===== src/rtl/acc_cali_pkg.sv =====
`default_nettype none
// ============================================================================
// Module   : acc_cali_pkg
// Purpose  : Shared types and constants for the accelerometer calibration
//            step scheduler (FSM states, step-table entry, gap floor).
// Revision : 1.0 - initial release
// ============================================================================
package acc_cali_pkg;

  // Smallest gap that still lets the generator's counters clear between steps
  localparam int c_min_gap = 2;

  typedef enum logic [2:0] {
    ST_IDLE = 3'd0,
    ST_LOAD = 3'd1,
    ST_RUN  = 3'd2,
    ST_GAP  = 3'd3,
    ST_DONE = 3'd4
  } seq_state_t;

  typedef struct packed {
    logic [31:0] low;
    logic [31:0] high;
    logic [15:0] periods;
  } step_entry_t;

  // A zero-period entry still plays one pulse
  function automatic logic [15:0] eff_periods(input logic [15:0] p);
    return (p == 16'd0) ? 16'd1 : p;
  endfunction

endpackage
`default_nettype wire


===== src/rtl/acc_cali_seq_if.sv =====
`default_nettype none
// ============================================================================
// Module   : acc_cali_seq_if
// Purpose  : Command/table-write side and generator side of the calibration
//            step scheduler bundled as one interface. The scheduler is the
//            slave; the register block / generator pair is the master.
// Revision : 1.0 - initial release
// ============================================================================
interface acc_cali_seq_if #(
  parameter int DEPTH = 8
);
  localparam int AW = $clog2(DEPTH);

  logic          wr_en_i;
  logic [AW-1:0] wr_addr_i;
  logic [31:0]   wr_low_i;
  logic [31:0]   wr_high_i;
  logic [15:0]   wr_periods_i;
  logic [AW:0]   step_num_i;
  logic          start_i;
  logic          abort_i;
  logic          acc_cali_ctrl_i;
  logic          laser_start_o;
  logic          acc_cali_mode_o;
  logic [31:0]   acc_cali_low_o;
  logic [31:0]   acc_cali_high_o;
  logic          busy_o;
  logic          done_o;
  logic          err_o;
  logic [AW-1:0] step_idx_o;
  logic [15:0]   period_cnt_o;

  modport master (
    output wr_en_i, wr_addr_i, wr_low_i, wr_high_i, wr_periods_i,
    output step_num_i, start_i, abort_i, acc_cali_ctrl_i,
    input  laser_start_o, acc_cali_mode_o, acc_cali_low_o, acc_cali_high_o,
    input  busy_o, done_o, err_o, step_idx_o, period_cnt_o
  );

  modport slave (
    input  wr_en_i, wr_addr_i, wr_low_i, wr_high_i, wr_periods_i,
    input  step_num_i, start_i, abort_i, acc_cali_ctrl_i,
    output laser_start_o, acc_cali_mode_o, acc_cali_low_o, acc_cali_high_o,
    output busy_o, done_o, err_o, step_idx_o, period_cnt_o
  );

endinterface
`default_nettype wire


===== src/rtl/acc_cali_step_ram.sv =====
`default_nettype none
// ============================================================================
// Module   : acc_cali_step_ram
// Purpose  : DEPTH x 80-bit step table. Synchronous write, registered read.
//            A write to the address being read in the same cycle is forwarded
//            so a write+start pair plays the freshly written entry.
// Revision : 1.0 - initial release
// ============================================================================
module acc_cali_step_ram
  import acc_cali_pkg::*;
#(
  parameter int DEPTH = 8,
  parameter int AW    = $clog2(DEPTH)
) (
  input  logic          clk_i,
  input  logic          we_i,
  input  logic [AW-1:0] waddr_i,
  input  step_entry_t   wdata_i,
  input  logic [AW-1:0] raddr_i,
  output step_entry_t   rdata_o
);

  step_entry_t r_mem [DEPTH];
  step_entry_t r_rdata;

  // Table write and registered read with write-first forwarding
  always_ff @(posedge clk_i) begin
    if (we_i) begin
      r_mem[waddr_i] <= wdata_i;
    end
    if (we_i && (waddr_i == raddr_i)) begin
      r_rdata <= wdata_i;
    end else begin
      r_rdata <= r_mem[raddr_i];
    end
  end

  assign rdata_o = r_rdata;

endmodule
`default_nettype wire


===== src/rtl/acc_cali_seq.sv =====
`default_nettype none
// ============================================================================
// Module   : acc_cali_seq
// Purpose  : Step scheduler for the accelerometer calibration pulse generator.
//            Plays (low, high, periods) steps from a table, gating the
//            generator enable, counting completed pulses and forcing a gap
//            between steps so the generator counters clear.
// Options  : ACC_CALI_SEQ_LOOP_EN - replay the table until abort instead of
//            stopping after a single pass.
// Revision : 1.0 - initial release
// ============================================================================
module acc_cali_seq
  import acc_cali_pkg::*;
#(
  parameter int DEPTH      = 8,
  parameter int GAP_CYCLES = 4
) (
  input  logic          clk_i,
  input  logic          rst_i,
  acc_cali_seq_if.slave bus
);

  localparam int AW        = $clog2(DEPTH);
  localparam int c_gap_len = (GAP_CYCLES < c_min_gap) ? c_min_gap : GAP_CYCLES;
  localparam int c_gap_w   = $clog2(c_gap_len);
  localparam logic [c_gap_w-1:0] c_gap_load = c_gap_w'(c_gap_len - 1);
  localparam logic [AW-1:0]      c_idx_one  = AW'(1);
  localparam logic [AW:0]        c_depth_n  = (AW+1)'(DEPTH);

  seq_state_t         r_state;
  logic [AW:0]        r_step_cnt;
  logic [AW-1:0]      r_step_idx;
  logic [15:0]        r_target;
  logic [15:0]        r_period_cnt;
  logic [c_gap_w-1:0] r_gap_cnt;
  logic [1:0]         r_ctrl_q;
  logic               r_laser;
  logic               r_mode;
  logic [31:0]        r_low;
  logic [31:0]        r_high;
  logic               r_busy;
  logic               r_done;
  logic               r_err;

  logic               w_fall;
  logic               w_num_ok;
  logic               w_wr_ok;
  logic               w_last;
  logic [AW:0]        w_idx_inc;
  logic [AW-1:0]      w_idx_next;
  logic [AW-1:0]      w_rd_addr;
  step_entry_t        w_wr_entry;
  step_entry_t        w_rd_entry;

  assign w_fall     = r_ctrl_q[1] & ~r_ctrl_q[0];
  assign w_num_ok   = (bus.step_num_i != '0) && (bus.step_num_i <= c_depth_n);
  assign w_wr_ok    = bus.wr_en_i && (r_state == ST_IDLE);
  assign w_idx_inc  = {1'b0, r_step_idx} + {{AW{1'b0}}, 1'b1};
  assign w_idx_next = r_step_idx + c_idx_one;
  assign w_last     = (w_idx_inc == r_step_cnt);
  assign w_wr_entry = '{low: bus.wr_low_i, high: bus.wr_high_i, periods: bus.wr_periods_i};

  // Read address looks one step ahead so the entry is ready in LOAD
  always_comb begin
    w_rd_addr = r_step_idx;
    if (r_state == ST_IDLE) begin
      w_rd_addr = '0;
    end else if ((r_state == ST_GAP) && (r_gap_cnt == '0)) begin
`ifdef ACC_CALI_SEQ_LOOP_EN
      w_rd_addr = w_last ? '0 : w_idx_next;
`else
      w_rd_addr = w_idx_next;
`endif
    end
  end

  acc_cali_step_ram #(
    .DEPTH (DEPTH),
    .AW    (AW)
  ) u_step_ram (
    .clk_i   (clk_i),
    .we_i    (w_wr_ok),
    .waddr_i (bus.wr_addr_i),
    .wdata_i (w_wr_entry),
    .raddr_i (w_rd_addr),
    .rdata_o (w_rd_entry)
  );

  // Sequencer FSM with registered outputs; abort overrides every transition
  always_ff @(posedge clk_i) begin
    if (rst_i) begin
      r_state      <= ST_IDLE;
      r_step_cnt   <= '0;
      r_step_idx   <= '0;
      r_target     <= '0;
      r_period_cnt <= '0;
      r_gap_cnt    <= '0;
      r_ctrl_q     <= '0;
      r_laser      <= 1'b0;
      r_mode       <= 1'b0;
      r_low        <= '0;
      r_high       <= '0;
      r_busy       <= 1'b0;
      r_done       <= 1'b0;
      r_err        <= 1'b0;
    end else begin
      r_ctrl_q <= {r_ctrl_q[0], bus.acc_cali_ctrl_i};
      r_done   <= 1'b0;
      r_err    <= (r_state != ST_IDLE) && bus.wr_en_i;

      if ((r_state != ST_IDLE) && bus.abort_i) begin
        r_state <= ST_IDLE;
        r_laser <= 1'b0;
        r_mode  <= 1'b0;
        r_busy  <= 1'b0;
      end else begin
        case (r_state)
          ST_IDLE: begin
            if (bus.start_i) begin
              if (w_num_ok) begin
                r_step_cnt <= bus.step_num_i;
                r_step_idx <= '0;
                r_busy     <= 1'b1;
                r_state    <= ST_LOAD;
              end else begin
                r_err <= 1'b1;
              end
            end
          end
          ST_LOAD: begin
            r_low        <= w_rd_entry.low;
            r_high       <= w_rd_entry.high;
            r_target     <= eff_periods(w_rd_entry.periods);
            r_period_cnt <= '0;
            r_laser      <= 1'b1;
            r_mode       <= 1'b1;
            r_state      <= ST_RUN;
          end
          ST_RUN: begin
            if (r_period_cnt == r_target) begin
              r_laser   <= 1'b0;
              r_gap_cnt <= c_gap_load;
              r_state   <= ST_GAP;
            end else if (w_fall) begin
              r_period_cnt <= r_period_cnt + 16'd1;
            end
          end
          ST_GAP: begin
            if (r_gap_cnt == '0) begin
`ifdef ACC_CALI_SEQ_LOOP_EN
              if (w_last) begin
                r_step_idx <= '0;
                r_done     <= 1'b1;
              end else begin
                r_step_idx <= w_idx_next;
              end
              r_state <= ST_LOAD;
`else
              r_step_idx <= w_idx_next;
              if (w_last) begin
                r_done  <= 1'b1;
                r_mode  <= 1'b0;
                r_state <= ST_DONE;
              end else begin
                r_state <= ST_LOAD;
              end
`endif
            end else begin
              r_gap_cnt <= r_gap_cnt - 1'b1;
            end
          end
          ST_DONE: begin
            r_busy  <= 1'b0;
            r_state <= ST_IDLE;
          end
          default: begin
            r_laser <= 1'b0;
            r_mode  <= 1'b0;
            r_busy  <= 1'b0;
            r_state <= ST_IDLE;
          end
        endcase
      end
    end
  end

  assign bus.laser_start_o   = r_laser;
  assign bus.acc_cali_mode_o = r_mode;
  assign bus.acc_cali_low_o  = r_low;
  assign bus.acc_cali_high_o = r_high;
  assign bus.busy_o          = r_busy;
  assign bus.done_o          = r_done;
  assign bus.err_o           = r_err;
  assign bus.step_idx_o      = r_step_idx;
  assign bus.period_cnt_o    = r_period_cnt;

endmodule
`default_nettype wire


===== src/flat_wrapper.sv =====
// flat-port wrapper written by rule: the top's interface ports become plain ports
module acc_cali_seq_flat import acc_cali_pkg::*;
#(
  parameter int DEPTH      = 8,
  parameter int GAP_CYCLES = 4
)
  (clk_i, rst_i, bus_wr_en_i, bus_wr_addr_i, bus_wr_low_i, bus_wr_high_i, bus_wr_periods_i, bus_step_num_i, bus_start_i, bus_abort_i, bus_acc_cali_ctrl_i, bus_laser_start_o, bus_acc_cali_mode_o, bus_acc_cali_low_o, bus_acc_cali_high_o, bus_busy_o, bus_done_o, bus_err_o, bus_step_idx_o, bus_period_cnt_o);
  acc_cali_seq_if #(.DEPTH(DEPTH)) bus_i ();
  input  logic clk_i;
  input  logic rst_i;
  input wire logic [$bits(bus_i.wr_en_i)-1:0] bus_wr_en_i;
  input wire logic [$bits(bus_i.wr_addr_i)-1:0] bus_wr_addr_i;
  input wire logic [$bits(bus_i.wr_low_i)-1:0] bus_wr_low_i;
  input wire logic [$bits(bus_i.wr_high_i)-1:0] bus_wr_high_i;
  input wire logic [$bits(bus_i.wr_periods_i)-1:0] bus_wr_periods_i;
  input wire logic [$bits(bus_i.step_num_i)-1:0] bus_step_num_i;
  input wire logic [$bits(bus_i.start_i)-1:0] bus_start_i;
  input wire logic [$bits(bus_i.abort_i)-1:0] bus_abort_i;
  input wire logic [$bits(bus_i.acc_cali_ctrl_i)-1:0] bus_acc_cali_ctrl_i;
  output wire logic [$bits(bus_i.laser_start_o)-1:0] bus_laser_start_o;
  output wire logic [$bits(bus_i.acc_cali_mode_o)-1:0] bus_acc_cali_mode_o;
  output wire logic [$bits(bus_i.acc_cali_low_o)-1:0] bus_acc_cali_low_o;
  output wire logic [$bits(bus_i.acc_cali_high_o)-1:0] bus_acc_cali_high_o;
  output wire logic [$bits(bus_i.busy_o)-1:0] bus_busy_o;
  output wire logic [$bits(bus_i.done_o)-1:0] bus_done_o;
  output wire logic [$bits(bus_i.err_o)-1:0] bus_err_o;
  output wire logic [$bits(bus_i.step_idx_o)-1:0] bus_step_idx_o;
  output wire logic [$bits(bus_i.period_cnt_o)-1:0] bus_period_cnt_o;
  assign bus_i.wr_en_i = bus_wr_en_i;
  assign bus_i.wr_addr_i = bus_wr_addr_i;
  assign bus_i.wr_low_i = bus_wr_low_i;
  assign bus_i.wr_high_i = bus_wr_high_i;
  assign bus_i.wr_periods_i = bus_wr_periods_i;
  assign bus_i.step_num_i = bus_step_num_i;
  assign bus_i.start_i = bus_start_i;
  assign bus_i.abort_i = bus_abort_i;
  assign bus_i.acc_cali_ctrl_i = bus_acc_cali_ctrl_i;
  assign bus_laser_start_o = bus_i.laser_start_o;
  assign bus_acc_cali_mode_o = bus_i.acc_cali_mode_o;
  assign bus_acc_cali_low_o = bus_i.acc_cali_low_o;
  assign bus_acc_cali_high_o = bus_i.acc_cali_high_o;
  assign bus_busy_o = bus_i.busy_o;
  assign bus_done_o = bus_i.done_o;
  assign bus_err_o = bus_i.err_o;
  assign bus_step_idx_o = bus_i.step_idx_o;
  assign bus_period_cnt_o = bus_i.period_cnt_o;
  acc_cali_seq #(.DEPTH(DEPTH), .GAP_CYCLES(GAP_CYCLES)) u_core (.clk_i(clk_i), .rst_i(rst_i), .bus(bus_i));
endmodule

===== config.mk =====
export PLATFORM = sky130hd
export DESIGN_NAME = acc_cali_seq_flat
export DESIGN_NICKNAME = d
export VERILOG_FILES = /design/src/rtl/acc_cali_pkg.sv /design/src/rtl/acc_cali_seq_if.sv /design/src/rtl/acc_cali_step_ram.sv /design/src/rtl/acc_cali_seq.sv /design/src/flat_wrapper.sv
export SDC_FILE = /design/constraint.sdc
export NUM_CORES = 1
export LEC_CHECK = 0
export CAP_MARGIN = 20
export CORE_UTILIZATION = 45
export CTS_BUF_LIST = sky130_fd_sc_hd__clkbuf_2 sky130_fd_sc_hd__clkbuf_4 sky130_fd_sc_hd__clkbuf_8
export DETAILED_ROUTE_END_ITERATION = 8
export DONT_BUFFER_PORTS = 1
export GPL_TIMING_DRIVEN = 0
export HOLD_SLACK_MARGIN = 0.02
export PLACE_DENSITY = 0.56
export SYNTH_ARGS = -nofsm -noshare
export SYNTH_HDL_FRONTEND = slang
export SYNTH_SLANG_ARGS = --single-unit

===== constraint.sdc =====
create_clock -name clk_i -period 19.85 [get_ports clk_i]
set_input_delay 3.97 -clock clk_i [delete_from_list [all_inputs] [get_ports clk_i]]
set_output_delay 3.97 -clock clk_i [all_outputs]
set_load 0.1 [all_outputs]

==> flow_metrics.env, run 1 <==
export IMPL_hold_slack_ns=0.469
export IMPL_drt_pass1_iterations=5
export IMPL_clk_latency_ns=0.72
export IMPL_r2r_end="u_core.u_step_ram.r_mem[5][60]"
export IMPL_cap_viol_max_count=0
export IMPL_tns_ns=0
export IMPL_first_iter_violations=908
export IMPL_wirelength_um=64400
export IMPL_p_leak_nw=10.3
export IMPL_worst_setup_path_start_kind="primary input"
export IMPL_htree_levels=3
export IMPL_grt_total_usage_pct=20.4
export IMPL_worstSetupPathType="primary input to flop"
export IMPL_clock_sinks=758
export IMPL_critical_path_required_ns=20.46
export IMPL_postSynthCellCount=1451
export IMPL_fp_row_count=92
export IMPL_fin_crit_sh_pct=29.8
export IMPL_seq_area_frac_synth_pct=75.5
export IMPL_fin_cells=2590
export IMPL_slew_headroom_pct=21.6
export IMPL_dp_hpwl_um=42200
export IMPL_setup_violations=0
export IMPL_avgRoutedWirePerCell_um=24.8
export IMPL_async_flop_share_pct=0
export IMPL_placedCellCount=2345
export IMPL_fin_nets=1730
export IMPL_worst_setup_path_end_kind="flop"
export IMPL_post_cts_buffers=0
export IMPL_grt_overflow=0
export IMPL_area_growth_pct=16.7
export IMPL_worstHoldEndpoint="u_core.r_ctrl_q[1]"
export IMPL_final_cell_mix="edfxtp_1, mux4_2, clkbuf_8, dfxtp_1, nor2_1"
export IMPL_total_power_mw=3.39
export IMPL_skew_ns=0.0249
export IMPL_min_from="u_core.r_ctrl_q[0]"
export IMPL_synthDistinctLibCells=51
export IMPL_holdBufCountCts=0
export IMPL_io_buffers=0
export IMPL_die_w_um=254
export IMPL_peakVddDrop_v=0.0000535
export IMPL_cts_buffer_depth=3
export IMPL_hold_class="flop to flop"
export IMPL_yosys_warnings=0
export IMPL_clkSlewWorstSetupHoldPaths_ns=0.06
export IMPL_cts_tree="built"
export IMPL_die_height_um=254
export IMPL_setup_ws_ns=13.94
export IMPL_tightest_slew_ns=1.17
export IMPL_r2r_worst_path_cells=8
export IMPL_grt_pass1_wl_um=94700
export IMPL_r2r_setup_slack_ns=15.92
export IMPL_placed_cell_area_mm2=0.0305
export IMPL_final_core_utilization_pct=52.9
export IMPL_synth_edf_count=640
export IMPL_first_global_vias=14900
export IMPL_grt_max_degree=26
export IMPL_ys_flop_type="edfxtp_1"
export IMPL_synthesis_nets=1547
export IMPL_design_area_mm2=0.0333
export IMPL_hold_violations=0
export IMPL_ctsResizeCount=0
export IMPL_cts_buffers=121
export IMPL_via_per_inst=5.46
export IMPL_final_layout_size_suffix_gt1_share_pct=27.2
export IMPL_ys_seq_elements=758
export IMPL_min_period_ns=5.91
export IMPL_syn_area_mm2=0.0286
export IMPL_drt_antenna_violating_nets=0
export IMPL_final_common_cell="edfxtp_1"
export IMPL_min_path_cells=1
export IMPL_powerDensity_mw_per_mm2=102
export IMPL_reg2reg_from="u_core.r_state[0]"
export IMPL_antenna_found_initial=1
export IMPL_vias=14100
export IMPL_fillers=4965
export IMPL_arrival_ns=6.52
export IMPL_avgSynthCellArea_um2=19.7
export IMPL_place_gp_congestion=0.756
export IMPL_cp_max_fo=10
export IMPL_slew_violations=0
export IMPL_core_area_mm2=0.0630
export IMPL_dieArea_mm2=0.0645
export IMPL_ios=181
export IMPL_drc_errors=0
export IMPL_pre_cts_slack_ns=13.24
export IMPL_fmax_mhz=169
export IMPL_rsz0062_at_grt="no"
export IMPL_cts_root_buf="clkbuf_8"
export IMPL_status="finished clean"
export IMPL_start_util_pct=45.4
[synthesized netlist by cell type (13+ instances only)]
cell	instances	area (um2)
buf_2	25	125
mux2i_1	84	841
xnor2_1	26	228
a21oi_1	17	85.1
nand2_1	16	60.1
clkbuf_1	42	158
mux4_2	157	3540
dfxtp_1	118	2360
nor3_1	13	65.1
a211oi_1	81	608
nor2_1	110	413
nand4_1	14	87.6
edfxtp_1	640	19200
[routing by layer]
metal / share of wire, % / global-route usage (%) / vias to the layer above / routed length [um]
li1: - / - / 6331 / -
met1: 41 / 25.8 / 7395 / 26600
met2: 50 / 34.0 / 318 / 32400
met3: 6.4 / 5.78 / 97 / 4120
met4: 1.9 / 6.21 / 0 / 1220
met5: 0 / 0 / - / 0
[flip-flops by register name, summed over array words and instances (netlist names), 3 cells and up, named ones only]
name and cells:
u_core.bus.acc_cali_high_o 32, u_core.r_state 3, u_core.u_step_ram.r_mem 640, u_core.bus.acc_cali_low_o 32, u_core.r_step_cnt 4, u_core.bus.step_idx_o 3
u_core.bus.period_cnt_o 16, u_core.r_target 16
[power breakdown]
group | internal [mW] | switching, mW | leakage, nW
clock | 0.808 | 0.607 | 1.42
sequential | 1.77 | 0.0887 | 6.76
combinational | 0.0434 | 0.0737 | 2.11
total | 2.62 | 0.769 | 10.3
[worst max-delay path by stage]
stage	startpoint	endpoint	cells after the start
detailed placement	bus_abort_i	u_core.bus.acc_cali_high_o[5]	7
global route	bus_abort_i	u_core.r_target[0]	7
CTS	u_core.bus.period_cnt_o[13]	bus_period_cnt_o[13]	0
floorplan	bus_wr_addr_i[0]	u_core.u_step_ram.r_mem[0][0]	2
global placement	bus_wr_addr_i[0]	u_core.u_step_ram.r_mem[0][51]	2
finish	bus_abort_i	u_core.bus.acc_cali_high_o[5]	7
[critical path, stage by stage]
cell and delay (ns):
nor3_4 0.51, buf_16 0.22, clkbuf_1 0.52, buf_8 0.24
clkbuf_1 0.65, nor2_1 0.10, a211oi_1 0.26
[layout make-up]
| type | count | area [um2] | share of cell area [%] |
|---|---|---|---|
| Clock inverter | 32 | 269 | 0.807 |
| Tap cell | 846 | 1060 | 3.17 |
| Timing Repair Buffer | 60 | 992 | 2.98 |
| Sequential cell | 758 | 21600 | 64.7 |
| Multi-Input combinational cell | 602 | 6640 | 19.9 |
| Inverter | 10 | 37.5 | 0.113 |
| Clock buffer | 199 | 2380 | 7.13 |
| Antenna cell | 2 | 5.00 | 0.0150 |
| Buffer | 81 | 383 | 1.15 |
[cell families after synthesis]
kind of cell / after synthesis / share of synthesized area (%)
xor+xnor: 30 / 0.919
simple gates: 200 / 3.27
buf+inv: 91 / 1.47
fa+ha+maj: 3 / 0.131
mux: 244 / 15.6
compound gates: 125 / 3.10
flops: 758 / 75.5
Note: power is estimated with default switching activity, not from simulation.
==> run 2: changes to the inputs <==
Clock period 19.85 ns to 5.7 ns, I/O delays scaled along.
==> flow_metrics.env, run 2 (synthesis gave the netlist of run 1 again) <==
export IMPL_avgRoutedWirePerCell_um=24.6
export IMPL_r2r_worst_path_cells=7
export IMPL_drt_antenna_violating_nets=0
export IMPL_cts_tree="built"
export IMPL_final_cell_mix="edfxtp_1, mux4_2, clkbuf_8, dfxtp_1, nor2_1"
export IMPL_slew_headroom_pct=21.9
export IMPL_core_area_mm2=0.0630
export IMPL_worstSetupPathType="flop to flop"
export IMPL_start_util_pct=45.4
export IMPL_powerDensity_mw_per_mm2=355
export IMPL_die_height_um=254
export IMPL_grt_total_usage_pct=20.3
export IMPL_min_period_ns=3.83
export IMPL_startpoint="u_core.r_state[1]"
export IMPL_cap_viol_max_count=0
export IMPL_area_growth_pct=17.0
export IMPL_largest_register="u_core.u_step_ram.r_mem"
export IMPL_antenna_found_initial=1
export IMPL_reg2reg_from="u_core.r_state[1]"
export IMPL_grt_pass1_wl_um=94100
export IMPL_first_global_vias=14900
export IMPL_cts_buffer_depth=3
export IMPL_worst_setup_path_end_kind="flop"
export IMPL_ctsResizeCount=0
export IMPL_die_w_um=254
export IMPL_clock_sinks=758
export IMPL_tightest_slew_ns=1.17
export IMPL_hold_violations=0
export IMPL_crit_end="u_core.u_step_ram.r_mem[1][50]"
export IMPL_dp_hpwl_um=41400
export IMPL_slew_violations=0
export IMPL_r2r_setup_slack_ns=1.87
export IMPL_ios=181
export IMPL_arrival_ns=4.28
export IMPL_final_core_utilization_pct=53.1
export IMPL_status="finished clean"
export IMPL_worst_setup_path_start_kind="flop"
export IMPL_place_gp_congestion=0.759
export IMPL_first_iter_violations=950
export IMPL_tns_ns=0
export IMPL_dieArea_mm2=0.0645
export IMPL_grt_overflow=0
export IMPL_drt_pass1_iterations=5
export IMPL_setup_violations=0
export IMPL_clkSlewWorstSetupHoldPaths_ns=0.06
export IMPL_drc_errors=0
export IMPL_post_cts_buffers=0
export IMPL_vias=14200
export IMPL_critical_path_required_ns=6.15
export IMPL_fmax_mhz=261
export IMPL_final_common_cell="edfxtp_1"
export IMPL_r2r_end="u_core.u_step_ram.r_mem[1][50]"
export IMPL_wirelength_um=63700
export IMPL_cp_max_fo=13
export IMPL_final_layout_size_suffix_gt1_share_pct=26.7
export IMPL_fin_crit_sh_pct=67.2
export IMPL_cts_buffers=131
export IMPL_holdBufCountCts=0
export IMPL_rsz0062_at_grt="no"
export IMPL_fillers=5003
export IMPL_largest_reg_flops=640
export IMPL_io_buffers=0
export IMPL_htree_levels=4
export IMPL_fin_nets=1728
export IMPL_hold_class="flop to flop"
export IMPL_clk_latency_ns=0.76
export IMPL_cts_root_buf="clkbuf_8"
export IMPL_fp_row_count=92
export IMPL_p_leak_nw=10.3
export IMPL_skew_ns=0.0303
export IMPL_via_per_inst=5.48
export IMPL_peakVddDrop_v=0.000190
export IMPL_grt_max_degree=24
run 2: cell types whose count changed in the layout (fill, tap and decap cells not counted), moves of 2 or more:
cell,delta
buf_6,-18
buf_16,+12
clkinv_1,+6
clkinvlp_4,+5
clkinv_2,-4
buf_12,-3
buf_4,-3
inv_6,+2
nor3_2,-2
nor3_4,+2
run 2: report_power, final:
group | leakage, nW | switching, mW | internal [mW]
registers | 6.76 | 0.312 | 6.18
logic | 2.11 | 0.251 | 0.153
clock network | 1.41 | 2.15 | 2.84
total | 10.3 | 2.71 | 9.17
run 2: cell type report:
class / count / area [um2] / area share, %
clock buffers: 199 / 2370 / 7.09
well taps: 846 / 1060 / 3.17
flip-flops and latches: 758 / 21600 / 64.5
clock inverters: 39 / 307 / 0.917
repair buffers: 48 / 1050 / 3.14
multi-input cells: 602 / 6650 / 19.9
inverters: 10 / 37.5 / 0.112
plain buffers: 81 / 383 / 1.14
diodes: 2 / 5.00 / 0.0150
run 2: how the worst min path moves through the flow:
stage | start | end | depth (start not counted)
after floorplan | u_core.r_ctrl_q[0] | u_core.r_ctrl_q[1] | 1
after global placement | u_core.r_ctrl_q[0] | u_core.r_ctrl_q[1] | 1
after detailed placement | u_core.r_ctrl_q[0] | u_core.r_ctrl_q[1] | 1
after CTS | bus_wr_periods_i[15] | u_core.u_step_ram.r_mem[2][15] | 0
after global routing | bus_wr_periods_i[15] | u_core.u_step_ram.r_mem[2][15] | 0
final | u_core.r_ctrl_q[0] | u_core.r_ctrl_q[1] | 1
run 2: per-stage QoR:
stage	power (mW)	instances	area, um2	hold WS [ns]	setup slack (ns)
floorplan	6.84	1451	28600	0.429	0.432
global placement	6.99	2297	29600	0.442	-4.07
detailed placement	7.02	2335	30600	0.446	1.86
CTS	12.0	2573	33200	0.394	1.83
global route	12.3	2584	33400	0.403	1.66
finish	11.9	2585	33400	0.456	1.87
run 2: critical path, cell delays in order, from the launching register on:
cell      delay [ns]
dfxtp_1         0.35
clkbuf_1        0.24
nor3_1          0.85
nand3_1         0.53
nor3_4          0.88
buf_16          0.25
buf_8           0.20
buf_16          0.18
run 2: metal layers:
layer  part of all wire [%]  vias up  track usage, %
met5                      0        -               0
met4                    2.0        0            6.64
met3                    8.1       91            7.68
met2                     49      382            33.0
met1                     41     7365            25.1
li1                       -     6322               -
